### config.mk
export PLATFORM = sky130hd
export DESIGN_NAME = id_ex_stage_flat
export DESIGN_NICKNAME = d
export VERILOG_FILES = /design/src/rtl/id_ex_stage_pkg.sv /design/src/rtl/id_ex_stage_if.sv /design/src/rtl/id_ex_stage_fwd_mux.sv /design/src/rtl/id_ex_stage.sv /design/src/flat_wrapper.sv
export SDC_FILE = /design/constraint.sdc
export NUM_CORES = 1
export LEC_CHECK = 0
export BUFFER_PORTS_ARGS = -buffer_cell sky130_fd_sc_hd__buf_2
export CAP_MARGIN = 10
export CORE_MARGIN = 3
export CORE_UTILIZATION = 29
export CTS_CLUSTER_SIZE = 12
export DETAILED_ROUTE_END_ITERATION = 16
export HOLD_SLACK_MARGIN = 0.06
export SLEW_MARGIN = 40
export SYNTH_ARGS = -nofsm -noshare
export SYNTH_HDL_FRONTEND = slang
export SYNTH_SLANG_ARGS = --single-unit
### constraint.sdc
create_clock -name clk -period 2.45 [get_ports clk]
set_clock_uncertainty 0.1 [all_clocks]
set_input_delay 0.49 -clock clk [delete_from_list [all_inputs] [get_ports clk]]
set_output_delay 0.49 -clock clk [all_outputs]
set_load 0.05 [all_outputs]
### src/rtl/id_ex_stage_pkg.sv
// Shared encodings for the ID/EX operand-select stage.
//   FUNCT3_*    : RV32I ALU funct3 encodings (ADD/SUB and SRL/SRA share codes)
//   op1_sel_e   : operand-1 source select
//   ALU_CTRL_W  : width of {bit30 qualifier, funct3}
//   alu_ctrl_enc: builds alu_ctrl from the decoded fields
package id_ex_stage_pkg;

    localparam int ALU_CTRL_W = 4;

    localparam logic [2:0] FUNCT3_ADD  = 3'b000;
    localparam logic [2:0] FUNCT3_SUB  = 3'b000;
    localparam logic [2:0] FUNCT3_SLL  = 3'b001;
    localparam logic [2:0] FUNCT3_SLT  = 3'b010;
    localparam logic [2:0] FUNCT3_SLTU = 3'b011;
    localparam logic [2:0] FUNCT3_XOR  = 3'b100;
    localparam logic [2:0] FUNCT3_SRL  = 3'b101;
    localparam logic [2:0] FUNCT3_SRA  = 3'b101;
    localparam logic [2:0] FUNCT3_OR   = 3'b110;
    localparam logic [2:0] FUNCT3_AND  = 3'b111;

    typedef enum logic [1:0] {
        OP1_SEL_RS1  = 2'b00,
        OP1_SEL_PC   = 2'b01,
        OP1_SEL_ZERO = 2'b10,
        OP1_SEL_RSVD = 2'b11   // decodes as zero
    } op1_sel_e;

    // Bit 30 only matters for R-type SUB/SRA and for SRAI; for every other
    // I-type it is immediate data, so ADDI with bit30 set stays an ADD.
    function automatic logic [ALU_CTRL_W-1:0] alu_ctrl_enc(
        input logic       funct7b5,
        input logic       is_rtype,
        input logic [2:0] funct3
    );
        return {funct7b5 & (is_rtype | (funct3 == FUNCT3_SRA)), funct3};
    endfunction

endpackage

### src/rtl/id_ex_stage_if.sv
// ID -> EX issue bus: one decoded instruction plus the valid/ready handshake.
//   master (ID side) drives in_* and samples in_ready
//   slave  (ID/EX stage) samples in_* and drives in_ready
interface id_ex_stage_if #(
    parameter int XLEN   = 32,
    parameter int REG_AW = 5
);
    logic              in_valid;
    logic              in_ready;
    logic [XLEN-1:0]   in_pc;
    logic [REG_AW-1:0] in_rs1;
    logic [REG_AW-1:0] in_rs2;
    logic [REG_AW-1:0] in_rd;
    logic [XLEN-1:0]   in_rs1_val;
    logic [XLEN-1:0]   in_rs2_val;
    logic [XLEN-1:0]   in_imm;
    logic [2:0]        in_funct3;
    logic              in_funct7b5;
    logic              in_is_rtype;
    logic [1:0]        in_op1_sel;
    logic              in_use_imm;
    logic              in_is_load;
    logic              in_reg_we;

    modport master (
        output in_valid, in_pc, in_rs1, in_rs2, in_rd, in_rs1_val, in_rs2_val,
               in_imm, in_funct3, in_funct7b5, in_is_rtype, in_op1_sel,
               in_use_imm, in_is_load, in_reg_we,
        input  in_ready
    );

    modport slave (
        input  in_valid, in_pc, in_rs1, in_rs2, in_rd, in_rs1_val, in_rs2_val,
               in_imm, in_funct3, in_funct7b5, in_is_rtype, in_op1_sel,
               in_use_imm, in_is_load, in_reg_we,
        output in_ready
    );

endinterface

### src/rtl/id_ex_stage_fwd_mux.sv
// Single-source operand forwarding mux.
//   rs            : source register index
//   held          : value captured from the register file
//   mem_*, wb_*   : producer index / write enable / result per stage
//   fwd           : forwarded value (MEM beats WB; x0 never forwarded)
module fwd_mux #(
    parameter int XLEN   = 32,
    parameter int REG_AW = 5
) (
    input  logic [REG_AW-1:0] rs,
    input  logic [XLEN-1:0]   held,
    input  logic [REG_AW-1:0] mem_rd,
    input  logic              mem_reg_we,
    input  logic [XLEN-1:0]   mem_result,
    input  logic [REG_AW-1:0] wb_rd,
    input  logic              wb_reg_we,
    input  logic [XLEN-1:0]   wb_result,
    output logic [XLEN-1:0]   fwd
);

    always_comb begin
        fwd = held;
        if (rs != '0) begin
            if (mem_reg_we && (mem_rd == rs))     fwd = mem_result;
            else if (wb_reg_we && (wb_rd == rs))  fwd = wb_result;
        end
    end

endmodule

### src/rtl/id_ex_stage.sv
// ID/EX pipeline slot and ALU operand select.
//   clk, rst_n          : clock, synchronous active-low reset
//   id (slave)          : decoded instruction + in_valid/in_ready handshake
//   flush               : kill held and incoming instruction
//   ex_ready            : EX/MEM consumes the held instruction
//   mem_*/wb_*          : forwarding sources
//   ex_valid .. ex_is_load : held slot, forwarded operands, alu_ctrl
module id_ex_stage
    import id_ex_stage_pkg::*;
#(
    parameter int XLEN   = 32,
    parameter int REG_AW = 5
) (
    input  logic                  clk,
    input  logic                  rst_n,
    id_ex_stage_if.slave          id,
    input  logic                  flush,
    input  logic                  ex_ready,
    input  logic [REG_AW-1:0]     mem_rd,
    input  logic                  mem_reg_we,
    input  logic [XLEN-1:0]       mem_result,
    input  logic [REG_AW-1:0]     wb_rd,
    input  logic                  wb_reg_we,
    input  logic [XLEN-1:0]       wb_result,
    output logic                  ex_valid,
    output logic [XLEN-1:0]       ex_pc,
    output logic [XLEN-1:0]       opr1,
    output logic [XLEN-1:0]       opr2,
    output logic [ALU_CTRL_W-1:0] alu_ctrl,
    output logic [XLEN-1:0]       ex_store_data,
    output logic [REG_AW-1:0]     ex_rd,
    output logic                  ex_reg_we,
    output logic                  ex_is_load
);

    typedef struct packed {
        logic                  valid;
        logic [XLEN-1:0]       pc;
        logic [REG_AW-1:0]     rs1;
        logic [REG_AW-1:0]     rs2;
        logic [REG_AW-1:0]     rd;
        logic [XLEN-1:0]       rs1_val;
        logic [XLEN-1:0]       rs2_val;
        logic [XLEN-1:0]       imm;
        logic [ALU_CTRL_W-1:0] alu_ctrl;
        op1_sel_e              op1_sel;
        logic                  use_imm;
        logic                  is_load;
        logic                  reg_we;
    } slot_t;

    slot_t           slot, slot_in;
    logic            load_use, capture;
    logic [XLEN-1:0] fwd_rs1, fwd_rs2;

    // Only a live load can stall; a bubble's stale rd/is_load never match.
    assign load_use = slot.valid & slot.is_load & (slot.rd != '0) &
                      ((slot.rd == id.in_rs1) | (slot.rd == id.in_rs2)) & id.in_valid;
    assign id.in_ready = (~slot.valid | ex_ready) & ~load_use & ~flush;
    assign capture     = id.in_valid & id.in_ready;

    always_comb begin
        slot_in          = '0;
        slot_in.valid    = 1'b1;
        slot_in.pc       = id.in_pc;
        slot_in.rs1      = id.in_rs1;
        slot_in.rs2      = id.in_rs2;
        slot_in.rd       = id.in_rd;
        slot_in.rs1_val  = id.in_rs1_val;
        slot_in.rs2_val  = id.in_rs2_val;
        slot_in.imm      = id.in_imm;
        slot_in.alu_ctrl = alu_ctrl_enc(id.in_funct7b5, id.in_is_rtype, id.in_funct3);
        slot_in.op1_sel  = op1_sel_e'(id.in_op1_sel);
        slot_in.use_imm  = id.in_use_imm;
        slot_in.is_load  = id.in_is_load;
        slot_in.reg_we   = id.in_reg_we;
    end

    always_ff @(posedge clk) begin
        if (!rst_n) begin
            slot <= '0;
        end else if (flush) begin
            slot.valid   <= 1'b0;
            slot.reg_we  <= 1'b0;
            slot.is_load <= 1'b0;
        end else if (capture) begin
            slot <= slot_in;
        end else if (ex_ready) begin
            slot.valid   <= 1'b0;
            slot.reg_we  <= 1'b0;
            slot.is_load <= 1'b0;
        end else if (slot.valid) begin
            // Stalled: absorb forwarded values so a producer leaving WB
            // during the stall is not lost.
            slot.rs1_val <= fwd_rs1;
            slot.rs2_val <= fwd_rs2;
        end
    end

    fwd_mux #(.XLEN(XLEN), .REG_AW(REG_AW)) u_fwd_rs1 (
        .rs(slot.rs1), .held(slot.rs1_val),
        .mem_rd(mem_rd), .mem_reg_we(mem_reg_we), .mem_result(mem_result),
        .wb_rd(wb_rd), .wb_reg_we(wb_reg_we), .wb_result(wb_result),
        .fwd(fwd_rs1)
    );

    fwd_mux #(.XLEN(XLEN), .REG_AW(REG_AW)) u_fwd_rs2 (
        .rs(slot.rs2), .held(slot.rs2_val),
        .mem_rd(mem_rd), .mem_reg_we(mem_reg_we), .mem_result(mem_result),
        .wb_rd(wb_rd), .wb_reg_we(wb_reg_we), .wb_result(wb_result),
        .fwd(fwd_rs2)
    );

    always_comb begin
        case (slot.op1_sel)
            OP1_SEL_RS1: opr1 = fwd_rs1;
            OP1_SEL_PC:  opr1 = slot.pc;
            default:     opr1 = '0;
        endcase
    end

    assign opr2          = slot.use_imm ? slot.imm : fwd_rs2;
    assign ex_store_data = fwd_rs2;
    assign ex_valid      = slot.valid;
    assign ex_pc         = slot.pc;
    assign alu_ctrl      = slot.alu_ctrl;
    assign ex_rd         = slot.rd;
    assign ex_reg_we     = slot.reg_we;
    assign ex_is_load    = slot.is_load;

endmodule

### src/flat_wrapper.sv
// flat-port wrapper written by rule: the top's interface ports become plain ports
module id_ex_stage_flat import id_ex_stage_pkg::*;
#(
    parameter int XLEN   = 32,
    parameter int REG_AW = 5
)
  (clk, rst_n, flush, ex_ready, mem_rd, mem_reg_we, mem_result, wb_rd, wb_reg_we, wb_result, ex_valid, ex_pc, opr1, opr2, alu_ctrl, ex_store_data, ex_rd, ex_reg_we, ex_is_load, id_in_valid, id_in_pc, id_in_rs1, id_in_rs2, id_in_rd, id_in_rs1_val, id_in_rs2_val, id_in_imm, id_in_funct3, id_in_funct7b5, id_in_is_rtype, id_in_op1_sel, id_in_use_imm, id_in_is_load, id_in_reg_we, id_in_ready);
  id_ex_stage_if #(.XLEN(XLEN), .REG_AW(REG_AW)) id_i ();
  input  logic clk;
  input  logic rst_n;
  input  logic flush;
  input  logic ex_ready;
  input  logic [REG_AW-1:0] mem_rd;
  input  logic mem_reg_we;
  input  logic [XLEN-1:0] mem_result;
  input  logic [REG_AW-1:0] wb_rd;
  input  logic wb_reg_we;
  input  logic [XLEN-1:0] wb_result;
  output logic ex_valid;
  output logic [XLEN-1:0] ex_pc;
  output logic [XLEN-1:0] opr1;
  output logic [XLEN-1:0] opr2;
  output logic [ALU_CTRL_W-1:0] alu_ctrl;
  output logic [XLEN-1:0] ex_store_data;
  output logic [REG_AW-1:0] ex_rd;
  output logic ex_reg_we;
  output logic ex_is_load;
  input wire logic [$bits(id_i.in_valid)-1:0] id_in_valid;
  input wire logic [$bits(id_i.in_pc)-1:0] id_in_pc;
  input wire logic [$bits(id_i.in_rs1)-1:0] id_in_rs1;
  input wire logic [$bits(id_i.in_rs2)-1:0] id_in_rs2;
  input wire logic [$bits(id_i.in_rd)-1:0] id_in_rd;
  input wire logic [$bits(id_i.in_rs1_val)-1:0] id_in_rs1_val;
  input wire logic [$bits(id_i.in_rs2_val)-1:0] id_in_rs2_val;
  input wire logic [$bits(id_i.in_imm)-1:0] id_in_imm;
  input wire logic [$bits(id_i.in_funct3)-1:0] id_in_funct3;
  input wire logic [$bits(id_i.in_funct7b5)-1:0] id_in_funct7b5;
  input wire logic [$bits(id_i.in_is_rtype)-1:0] id_in_is_rtype;
  input wire logic [$bits(id_i.in_op1_sel)-1:0] id_in_op1_sel;
  input wire logic [$bits(id_i.in_use_imm)-1:0] id_in_use_imm;
  input wire logic [$bits(id_i.in_is_load)-1:0] id_in_is_load;
  input wire logic [$bits(id_i.in_reg_we)-1:0] id_in_reg_we;
  output wire logic [$bits(id_i.in_ready)-1:0] id_in_ready;
  assign id_i.in_valid = id_in_valid;
  assign id_i.in_pc = id_in_pc;
  assign id_i.in_rs1 = id_in_rs1;
  assign id_i.in_rs2 = id_in_rs2;
  assign id_i.in_rd = id_in_rd;
  assign id_i.in_rs1_val = id_in_rs1_val;
  assign id_i.in_rs2_val = id_in_rs2_val;
  assign id_i.in_imm = id_in_imm;
  assign id_i.in_funct3 = id_in_funct3;
  assign id_i.in_funct7b5 = id_in_funct7b5;
  assign id_i.in_is_rtype = id_in_is_rtype;
  assign id_i.in_op1_sel = id_in_op1_sel;
  assign id_i.in_use_imm = id_in_use_imm;
  assign id_i.in_is_load = id_in_is_load;
  assign id_i.in_reg_we = id_in_reg_we;
  assign id_in_ready = id_i.in_ready;
  id_ex_stage #(.XLEN(XLEN), .REG_AW(REG_AW)) u_core (.clk(clk), .rst_n(rst_n), .id(id_i), .flush(flush), .ex_ready(ex_ready), .mem_rd(mem_rd), .mem_reg_we(mem_reg_we), .mem_result(mem_result), .wb_rd(wb_rd), .wb_reg_we(wb_reg_we), .wb_result(wb_result), .ex_valid(ex_valid), .ex_pc(ex_pc), .opr1(opr1), .opr2(opr2), .alu_ctrl(alu_ctrl), .ex_store_data(ex_store_data), .ex_rd(ex_rd), .ex_reg_we(ex_reg_we), .ex_is_load(ex_is_load));
endmodule
==> results of run 1 <==
stage by stage:
step / hold WS, ns / setup slack (ns)
after global routing: 0.150 / -0.778
after detailed placement: 0.347 / -0.572
after global placement: 0.342 / -0.579
after CTS: 0.144 / -0.680
final: 0.167 / -0.654
after floorplan: 0.335 / -0.689
report_power, final:
| group | internal [mW] | switching [mW] |
|---|---|---|
| Clock | 1.74 | 1.13 |
| Sequential | 2.61 | 0.100 |
| Combinational | 1.12 | 1.63 |
| Total | 5.47 | 2.86 |
state kept, by name, summed over array words and instances (netlist names):
| name | cells |
|---|---|
| u_core.alu_ctrl | 4 |
| u_core.ex_is_load | 1 |
| u_core.ex_pc | 32 |
| u_core.ex_rd | 5 |
| u_core.ex_reg_we | 1 |
| u_core.ex_valid | 1 |
| u_core.slot | 109 |
cells by family (layout without fill, tap and decap cells):
group | count (synthesis) | in the layout | share of synthesized area, %
xor gates and xnor gates | 30 | 30 | 2.71
AOI/OAI and AO/OA | 329 | 330 | 28.7
other | 0 | 5 | 0
DFF | 153 | 153 | 31.6
muxes | 32 | 32 | 3.72
and+or+nand+nor | 457 | 457 | 21.2
buffers and inverters | 218 | 674 | 12.0
critical path, stage by stage (launching register included):
cell and delay, ns:
dfxtp_4 0.37, xnor2_2 0.15, nand4_1 0.12, buf_4 0.15, o211ai_1 0.21, buf_6 0.24, buf_6 0.13, buf_16 0.12
o22ai_4 0.08, a211oi_2 0.26, nor3_4 0.05, buf_6 0.16
area by class of cell:
| cell class | instances | share of cell area, % |
|---|---|---|
| Timing Repair Buffer | 578 | 29.7 |
| Inverter | 66 | 1.42 |
| Tap cell | 442 | 3.17 |
| Multi-Input combinational cell | 849 | 44.4 |
| Clock buffer | 21 | 2.64 |
| Antenna cell | 5 | 0.0718 |
| Clock inverter | 9 | 0.840 |
| Sequential cell | 153 | 17.8 |
worst max-delay path by stage:
| stage | startpoint | endpoint | slack, ns | cells past startpoint |
|---|---|---|---|---|
| 2_1_floorplan | mem_rd[3] | opr2[0] | -0.69 | 8 |
| 3_3_place_gp | wb_rd[2] | opr1[10] | -0.58 | 10 |
| 3_5_place_dp | wb_rd[2] | opr1[10] | -0.57 | 10 |
| 4_1_cts | u_core.slot[116] | opr1[20] | -0.68 | 11 |
| 5_1_grt | u_core.slot[117] | opr1[12] | -0.78 | 10 |
| 6_report | u_core.slot[116] | opr1[20] | -0.65 | 11 |
synthesized netlist by cell type, drive strengths merged:
cell type	instances	area [um2]
a31o	1	8.76
nand3	64	320
o32ai	31	287
nand2	240	901
a21boi	86	646
nor3	35	175
nand3b	2	15.0
o21a	4	30.0
and2	4	25.0
inv	66	248
buf	92	693
o21ai	2	17.5
clkbuf	60	225
or4	1	11.3
xor2	18	158
a21oi	3	15.0
o22ai	32	200
o311a	1	10.0
dfxtp	153	3060
a31oi	1	6.26
or2	1	6.26
nor4	2	18.8
nand2b	34	213
xnor2	12	105
nor3b	1	7.51
a22oi	3	27.5
and3b	1	8.76
a32o	32	320
a21o	1	15.0
nor2	38	143
nand4	2	12.5
nor2b	32	200
mux2	32	360
o211ai	35	417
o2111ai	32	280
a22o	1	8.76
a211oi	64	495
timing repair:
item | CTS | global route
gates cloned | 8 | 12
pin swaps | 33 | 82
endpoints found under the setup margin | 97 | 167
setup buffers | 23 | 46
hold buffers | 0 | 0
resized for setup | 327 | 145
layout by cell type (no fill, tap or decap), types with 15 or more instances in the layout:
cell type and count:
buf_2 277, nand2_1 236, dfxtp_1 137, buf_4 113, buf_6 81, inv_1 65
a21boi_0 53, buf_8 47, nand3_4 41, buf_12 41, nor2_1 36, nand2b_1 34
a21boi_1 33, nor2b_1 32, mux2_4 32, a32o_1 32, nor3_4 31, o2111ai_1 30
o211ai_4 29, a211oi_1 29, o32ai_1 29, o22ai_4 27, clkbuf_16 27, a211oi_4 25
nand3_2 20, xor2_1 15
metal layers:
metal,vias up,global-route usage [%]
li1,5192,-
met1,5345,27.4
met2,439,41.6
met3,109,7.18
met4,26,7.68
met5,-,0
==> reports/results.txt, run 1 <==
DR WL met3 - 3390 um
DRC Markers - 0
Final Util - 53.3%
CP arrival - 2.51 ns
Post-DP HPWL - 31700 um
Initial Util - 29.6%
initial antenna violation count - 16
Worst Tran Pin Value - 0.674 ns
Core Box Area - 0.0327 mm2
1st-iter DRT viols - 570
cells on worst reg2reg path - 11
pin count of the biggest net entering global routing - 65
Via density - 5.23
fin area - 0.0174 mm2
Cell Pwr Density - 478 mW/mm2
Final Cycle Share - 127%
met2 WL - 23100 um
Crit. End Element - output pin
fraction of layout cells with a size suffix above 1 - 52.5%
I/O pins - 375
Synth Cell Area - 0.00969 mm2
Setup crit start kind - flop
Yosys Warn Count - 0
final worst path period need - 3.10 ns
Worst-path clk slew - 0.07 ns
Final Hold Viols - 0
Multi-input gate area - 0.00774 mm2
area occupied by registers - 0.00310 mm2
DR vias - 11100
total die area - 0.0357 mm2
worst-path fanout max - 8
Sink Count - 153
global route total overflow - 0
hold wc startpoint - id_in_rd[2]
Yosys reg bits - 153
reg2reg end - u_core.slot[41]
Finished Layout Cells - 2123
total negative setup slack - -53.24 ns
VDD IR max - 0.000450 V
placed cell areas - 0.0138 mm2
critical path data required time - 1.86 ns
Reg2Reg Setup Slack - 0.04 ns
sequential share of the synthesized area - 31.6%
P&R area growth vs syn - 79.8%
Slew Limit Fails - 0
failing checks - setup timing
RSZ-0062 raised after global routing - true
GRT Total Usage - 23.6%
Avg Inst Size Synth - 7.95 um2
WL/cell - 21.7 um
final setup margin - -0.654 ns
fmax - 0.322 GHz
# fillers - 2923
Root Buffer - clkbuf_16
final layout net count - 1899
Site Rows - 66
LEAKAGE - 6.66 nW
wirelength, routed - 46100 um
CTS tree - built
Netlist cell types - 48
outcome - finished with violations
CTS Buf Count - 17
number of routed nets with antenna violations - 0
crit path kind - flop to output pin
RR Startpoint - u_core.ex_rd[1]
CTS Buffer Depth - 2
Hold Path Sink - u_core.ex_rd[2]
Inst Count DP - 2009
M1 wire length - 18100 um
IO Port Bufs - 374
Tot Pwr - 8.33 mW
Max Cap Viol - 0
vias in the first global route - 11100
die span in x - 189 um
number of setup violations in the final report - 97
DIE HEIGHT - 189 um
worst hold-check path type - primary input to flop
final RePlAce weighted congestion - 0.889
Mapped Cells - 1219
Max H-tree Level - 4
first-pass GRT wire length - 65000 um
Max-Slew Margin vs Limit - 55.1%
clk_lat worst skew - 0.44 ns
top sig layer - met5
Min-Delay Path Depth - 3
TritonRoute pass-1 iters - 5
net count after synthesis - 1453
(Power assumes the default switching activity.)
==> run 2, diff against run 1 <==
--- a/config.mk
+++ b/config.mk
@@ -7,11 +7,14 @@
 export LEC_CHECK = 0
 export BUFFER_PORTS_ARGS = -buffer_cell sky130_fd_sc_hd__buf_2
 export CAP_MARGIN = 10
+export CELL_PAD_IN_SITES_DETAIL_PLACEMENT = 1
+export CELL_PAD_IN_SITES_GLOBAL_PLACEMENT = 2
 export CORE_MARGIN = 3
-export CORE_UTILIZATION = 29
+export CORE_UTILIZATION = 25
 export CTS_CLUSTER_SIZE = 12
 export DETAILED_ROUTE_END_ITERATION = 16
 export HOLD_SLACK_MARGIN = 0.06
+export PLACE_DENSITY_LB_ADDON = 0.1
 export SLEW_MARGIN = 40
 export SYNTH_ARGS = -nofsm -noshare
 export SYNTH_HDL_FRONTEND = slang
==> run 2 against run 1 <==
The flow still finishes with violations (setup timing). Total power up 4.6%. Non-clock buffer count up 38. Clock power is essentially flat. Wire length increased by 16%. Combinational power is 12% higher. Critical endpoint is now opr2[31]. Largest cell class unchanged. Highest routed layer unchanged.
==> reports/results.txt, run 2 (synthesis gave the netlist of run 1 again) <==
outcome - finished with violations
failing checks - setup timing
final worst path period need - 3.17 ns
number of setup violations in the final report - 242
Clock Power Share - 33.2%
Bufs and invs on worst path - 3
Tot Pwr - 8.72 mW
most frequent cells in the layout - 276 x buf_2, 148 x nand2_1, 136 x dfxtp_1
Psw - 3.13 mW
crit path kind - flop to output pin
pin count of the biggest net entering global routing - 63
Max H-tree Level - 4
Cell Int Power - 5.58 mW
final setup margin - -0.720 ns
Post-DP HPWL - 34700 um
CP max-delay cell - dfxtp_4
Initial Util - 25.6%
Crit path largest cell delay - 0.36 ns
Final Util - 50.1%
Site Rows - 71
most common cell after layout, fill and taps aside - buf_2
final RePlAce weighted congestion - 0.825
max reg flops - 109
CTS Buf Count - 17
vias in the first global route - 11700
fraction of layout cells with a size suffix above 1 - 62.5%
DIE HEIGHT - 203 um
Core Box Area - 0.0379 mm2
P&R area growth vs syn - 96.2%
Worst Tran Pin Value - 0.677 ns
fmax - 0.315 GHz
Post-CTS Hold Buffers - 0
worst path cell trace - xor2_2, nor4_2, and2_4, o21a_4, buf_12, buf_8, o211ai_1, mux2_4, buf_8
Sink Count - 153
GRT Total Usage - 23.0%
Reg with most FFs - u_core.slot
Slew Limit Fails - 0
# fillers - 4215
Most common cell on crit path - buf_8
final layout net count - 1937
Hold WS - 0.166 ns
CP arrival - 2.58 ns
Via density - 5.03
Logic pwr share - 35.4%
Seq pwr share - 31.4%
Max-Slew Margin vs Limit - 54.9%
clk_lat worst skew - 0.45 ns
DRC Markers - 0
area occupied by registers - 0.00310 mm2
number of routed nets with antenna violations - 0
critical path data required time - 1.86 ns
Multi-input gate area - 0.00850 mm2
IO Port Bufs - 374
total die area - 0.0412 mm2
CTS Buffer Depth - 2
die span in x - 203 um
Max Cap Viol - 0
WL/cell - 23.9 um
DR vias - 11300
worst-path fanout max - 7
sw frac - 35.9%
1st-iter DRT viols - 400
Cell Pwr Density - 458 mW/mm2
Root Buffer - clkbuf_16
RSZ-0062 raised after global routing - true
Final Cycle Share - 129%
CTS tree - built
VDD IR max - 0.000515 V
Finished Layout Cells - 2235
Setup crit start kind - flop
initial antenna violation count - 16
global route total overflow - 0
Inst Count DP - 2094
LEAKAGE - 7.62 nW
wirelength, routed - 53300 um
top cell family by delay on the critical path - simple AND/OR/NAND/NOR gates
TritonRoute pass-1 iters - 5
total negative setup slack - -76.78 ns
I/O pins - 375
Final Hold Viols - 0
first-pass GRT wire length - 72300 um
Worst-path clk slew - 0.07 ns
Crit. End Element - output pin
worst hold-check path type - primary input to flop
-- run 2: cell types whose count changed in the layout (fill, tap and decap cells not counted), moves of 24 or more --
cell	before	now
a211oi_1	29	5
a21boi_2	0	31
nand2_4	0	50
buf_6	81	116
a21boi_0	53	0
nand2_2	4	42
nand2_1	236	148
-- run 2: path summary, 6_finish.rpt --
kind,start,end,slack [ns],cells after the start
setup / recovery,u_core.slot[111],opr2[31],-0.72,9
hold / removal,id_in_op1_sel[1],u_core.slot[4],0.17,3
setup reg to reg,u_core.ex_rd[1],u_core.slot[30],-0.25,16
hold reg to reg,u_core.alu_ctrl[0],u_core.alu_ctrl[0],0.35,2
-- run 2: worst min-delay path, delay by kind of cell --
kind,cells,cell delay (ns)
buf+inv,1,0.10
compound gates,1,0.04
simple gates,1,0.04
-- run 2: layer usage --
| layer | vias up | GRT usage (%) | routed length (um) |
|---|---|---|---|
| li1 | 5275 | - | - |
| met1 | 5649 | 27.5 | 22000 |
| met5 | - | 0 | 108 |
| met4 | 18 | 5.25 | 897 |
| met2 | 255 | 41.5 | 27600 |
| met3 | 55 | 5.84 | 2740 |
-- run 2: cell type report --
cell class | count | area share (%)
well taps | 511 | 3.36
clock buffers | 18 | 2.31
clock inverters | 14 | 0.901
inverters | 66 | 1.33
flip-flops and latches | 153 | 16.3
diodes | 8 | 0.105
multi-input cells | 849 | 44.7
repair buffers | 616 | 31.0
-- run 2: repair_timing --
item                       CTS  global route
setup endpoints to repair  129           250
pin swaps                   46           182
buffers inserted            33            34
resized for setup          282           453
cloned                      15            29
-- run 2: power groups by stage --
stage	logic [mW]	clock network, mW	registers (mW)
2_1_floorplan	1.54	0	2.73
3_3_place_gp	2.26	0	2.77
3_5_place_dp	2.29	0	2.77
4_1_cts	2.63	2.95	2.73
5_1_grt	3.26	3.05	2.75
6_report	3.09	2.89	2.74
-- run 2: through the flow --
stage	area, um2	setup slack, ns
floorplan	10900	-0.689
global placement	14100	-0.623
detailed placement	14100	-0.599
CTS	16400	-0.755
global route	19000	-0.806
finish	19000	-0.720
==> run 3, diff against run 2 <==
--- a/config.mk
+++ b/config.mk
@@ -14,7 +14,8 @@
 export CTS_CLUSTER_SIZE = 12
 export DETAILED_ROUTE_END_ITERATION = 16
 export HOLD_SLACK_MARGIN = 0.06
-export PLACE_DENSITY_LB_ADDON = 0.1
+export PLACE_DENSITY = 0.85
+export SKIP_CTS_REPAIR_TIMING = 1
 export SLEW_MARGIN = 40
 export SYNTH_ARGS = -nofsm -noshare
 export SYNTH_HDL_FRONTEND = slang
==> run 3 against run 2 <==
The flow still finishes with violations (setup timing). Utilization fell by 5.7 points. Worst hold slack improved by 0.0064 ns. Sequential power barely moved. Final cell count fell by 2.3%. Critical path depth rose by 2. Register-to-register slack improved by 0.26 ns. Clock-buffer cell count rose by 1. Combinational power fell by 13%. Total power fell by 5.4%. Non-clock buffer count fell by 49.
==> reports/results.txt, run 3 (synthesis gave the netlist of run 1 again) <==
CP max-delay cell - dfxtp_4
Reg2Reg Setup Slack - 0.01 ns
CTS tree - built
most frequent cells in the layout - 277 x buf_2, 237 x nand2_1, 140 x dfxtp_1
global route total overflow - 0
Multi-input gate area - 0.00750 mm2
worst-path fanout max - 7
crit path kind - flop to output pin
GRT Total Usage - 21.0%
crit path capture - opr2[30]
final setup margin - -0.765 ns
Slew Limit Fails - 0
Initial Util - 25.6%
outcome - finished with violations
Via density - 5.05
CP arrival - 2.62 ns
reg2reg end - u_core.slot[103]
cells on worst reg2reg path - 11
RR Startpoint - u_core.slot[116]
Hold WS - 0.172 ns
worst hold-check path type - primary input to flop
initial antenna violation count - 13
final RePlAce weighted congestion - 0.913
# fillers - 4318
Cell Int Power - 5.34 mW
pin count of the biggest net entering global routing - 49
Crit path largest cell delay - 0.36 ns
Final Util - 44.4%
fraction of layout cells with a size suffix above 1 - 51.0%
Crit. End Element - output pin
Logic pwr share - 32.7%
Clock Power Share - 34.5%
Max-Slew Margin vs Limit - 68.9%
DR vias - 11000
Post-DP HPWL - 35000 um
VDD IR max - 0.000488 V
Psw - 2.91 mW
number of routed nets with antenna violations - 0
RSZ-0062 raised after global routing - true
final layout net count - 1888
LEAKAGE - 6.45 nW
first-pass GRT wire length - 67000 um
IO Port Bufs - 374
total die area - 0.0412 mm2
Seq pwr share - 32.9%
WL/cell - 22.4 um
die span in x - 203 um
Sink Count - 153
failing checks - setup timing
area occupied by registers - 0.00310 mm2
wirelength, routed - 48900 um
Placement Setup Slack - -0.810 ns
Max H-tree Level - 4
sw frac - 35.2%
fmax - 0.311 GHz
critical path startpoint - u_core.slot[110]
most common cell after layout, fill and taps aside - buf_2
CTS Buf Count - 17
Final Cycle Share - 131%
P&R area growth vs syn - 73.9%
Cell Pwr Density - 489 mW/mm2
Max Cap Viol - 0
CTS Buffer Depth - 2
number of setup violations in the final report - 97
total negative setup slack - -61.42 ns
DIE HEIGHT - 203 um
final worst path period need - 3.21 ns
Final Hold Viols - 0
vias in the first global route - 11400
max reg flops - 109
Reg with most FFs - u_core.slot
Worst-path clk slew - 0.06 ns
Min-Delay Path Depth - 3
Worst Tran Pin Value - 0.467 ns
I/O pins - 375
Core Box Area - 0.0379 mm2
1st-iter DRT viols - 446
clk_lat worst skew - 0.45 ns
DRC Markers - 0
Root Buffer - clkbuf_16
Site Rows - 71
critical path data required time - 1.86 ns
worst path cell trace - xor2_2, nor4_2, buf_4, a211oi_4, buf_12, clkbuf_16, buf_6, nand3_4, o211ai_4, mux2_4, buf_8
TritonRoute pass-1 iters - 7
Setup crit start kind - flop
[run 3: cell count changes in the layout (fill, tap and decap cells not counted), sizes merged]
cell,delta
clkinvlp,-1
diode,-3
clkinv,+2
inv,-2
buf,-38
bufbuf,-1
clkbuf,-9
[run 3: how the worst min path moves through the flow]
stage / to / slack, ns / startpoint
6_report: u_core.ex_rd[3] / 0.17 / id_in_rd[3]
3_5_place_dp: u_core.slot[39] / 0.35 / u_core.slot[39]
3_3_place_gp: u_core.alu_ctrl[1] / 0.34 / u_core.alu_ctrl[1]
4_1_cts: u_core.ex_pc[4] / 0.14 / id_in_pc[4]
2_1_floorplan: u_core.slot[15] / 0.33 / u_core.slot[15]
5_1_grt: u_core.slot[39] / 0.16 / id_in_imm[30]
[run 3: worst max-delay path, delay by kind of cell, from the launching register on]
family,cells,cell delay [ns]
xor gates and xnor gates,1,0.17
buffers and inverters,5,0.80
DFF,1,0.36
AOI/OAI and AO/OA,2,0.16
and+or+nand+nor,2,0.39
muxes,1,0.30
[run 3: metal layers]
layer	GRT usage, %	routed length, um
met3	4.84	2690
met4	5.10	883
met2	38.4	25200
met5	0	82
met1	24.9	20100
[run 3: through the flow]
stage | cell area (um2) | power, mW | std cells
detailed placement | 14000 | 5.07 | 2094
CTS | 14600 | 7.92 | 2126
floorplan | 10900 | 4.27 | 1219
finish | 16900 | 8.25 | 2183
global placement | 14000 | 5.02 | 2094
global route | 16800 | 8.60 | 2180
[run 3: final cells by class]
type                            count  share of cell area [%]
Sequential cell                   153                    18.4
Timing Repair Buffer              567                    28.2
Clock buffer                       19                    2.69
Tap cell                          511                    3.79
Inverter                           66                    1.47
Antenna cell                        5                  0.0742
Clock inverter                     13                   0.891
Multi-Input combinational cell    849                    44.5
[run 3: power groups by stage]
| stage | logic [mW] | clock network, mW | registers, mW |
|---|---|---|---|
| 2_1_floorplan | 1.54 | 0 | 2.73 |
| 3_3_place_gp | 2.27 | 0 | 2.75 |
| 3_5_place_dp | 2.30 | 0 | 2.76 |
| 4_1_cts | 2.31 | 2.91 | 2.71 |
| 5_1_grt | 2.85 | 3.02 | 2.72 |
| 6_report | 2.69 | 2.85 | 2.71 |
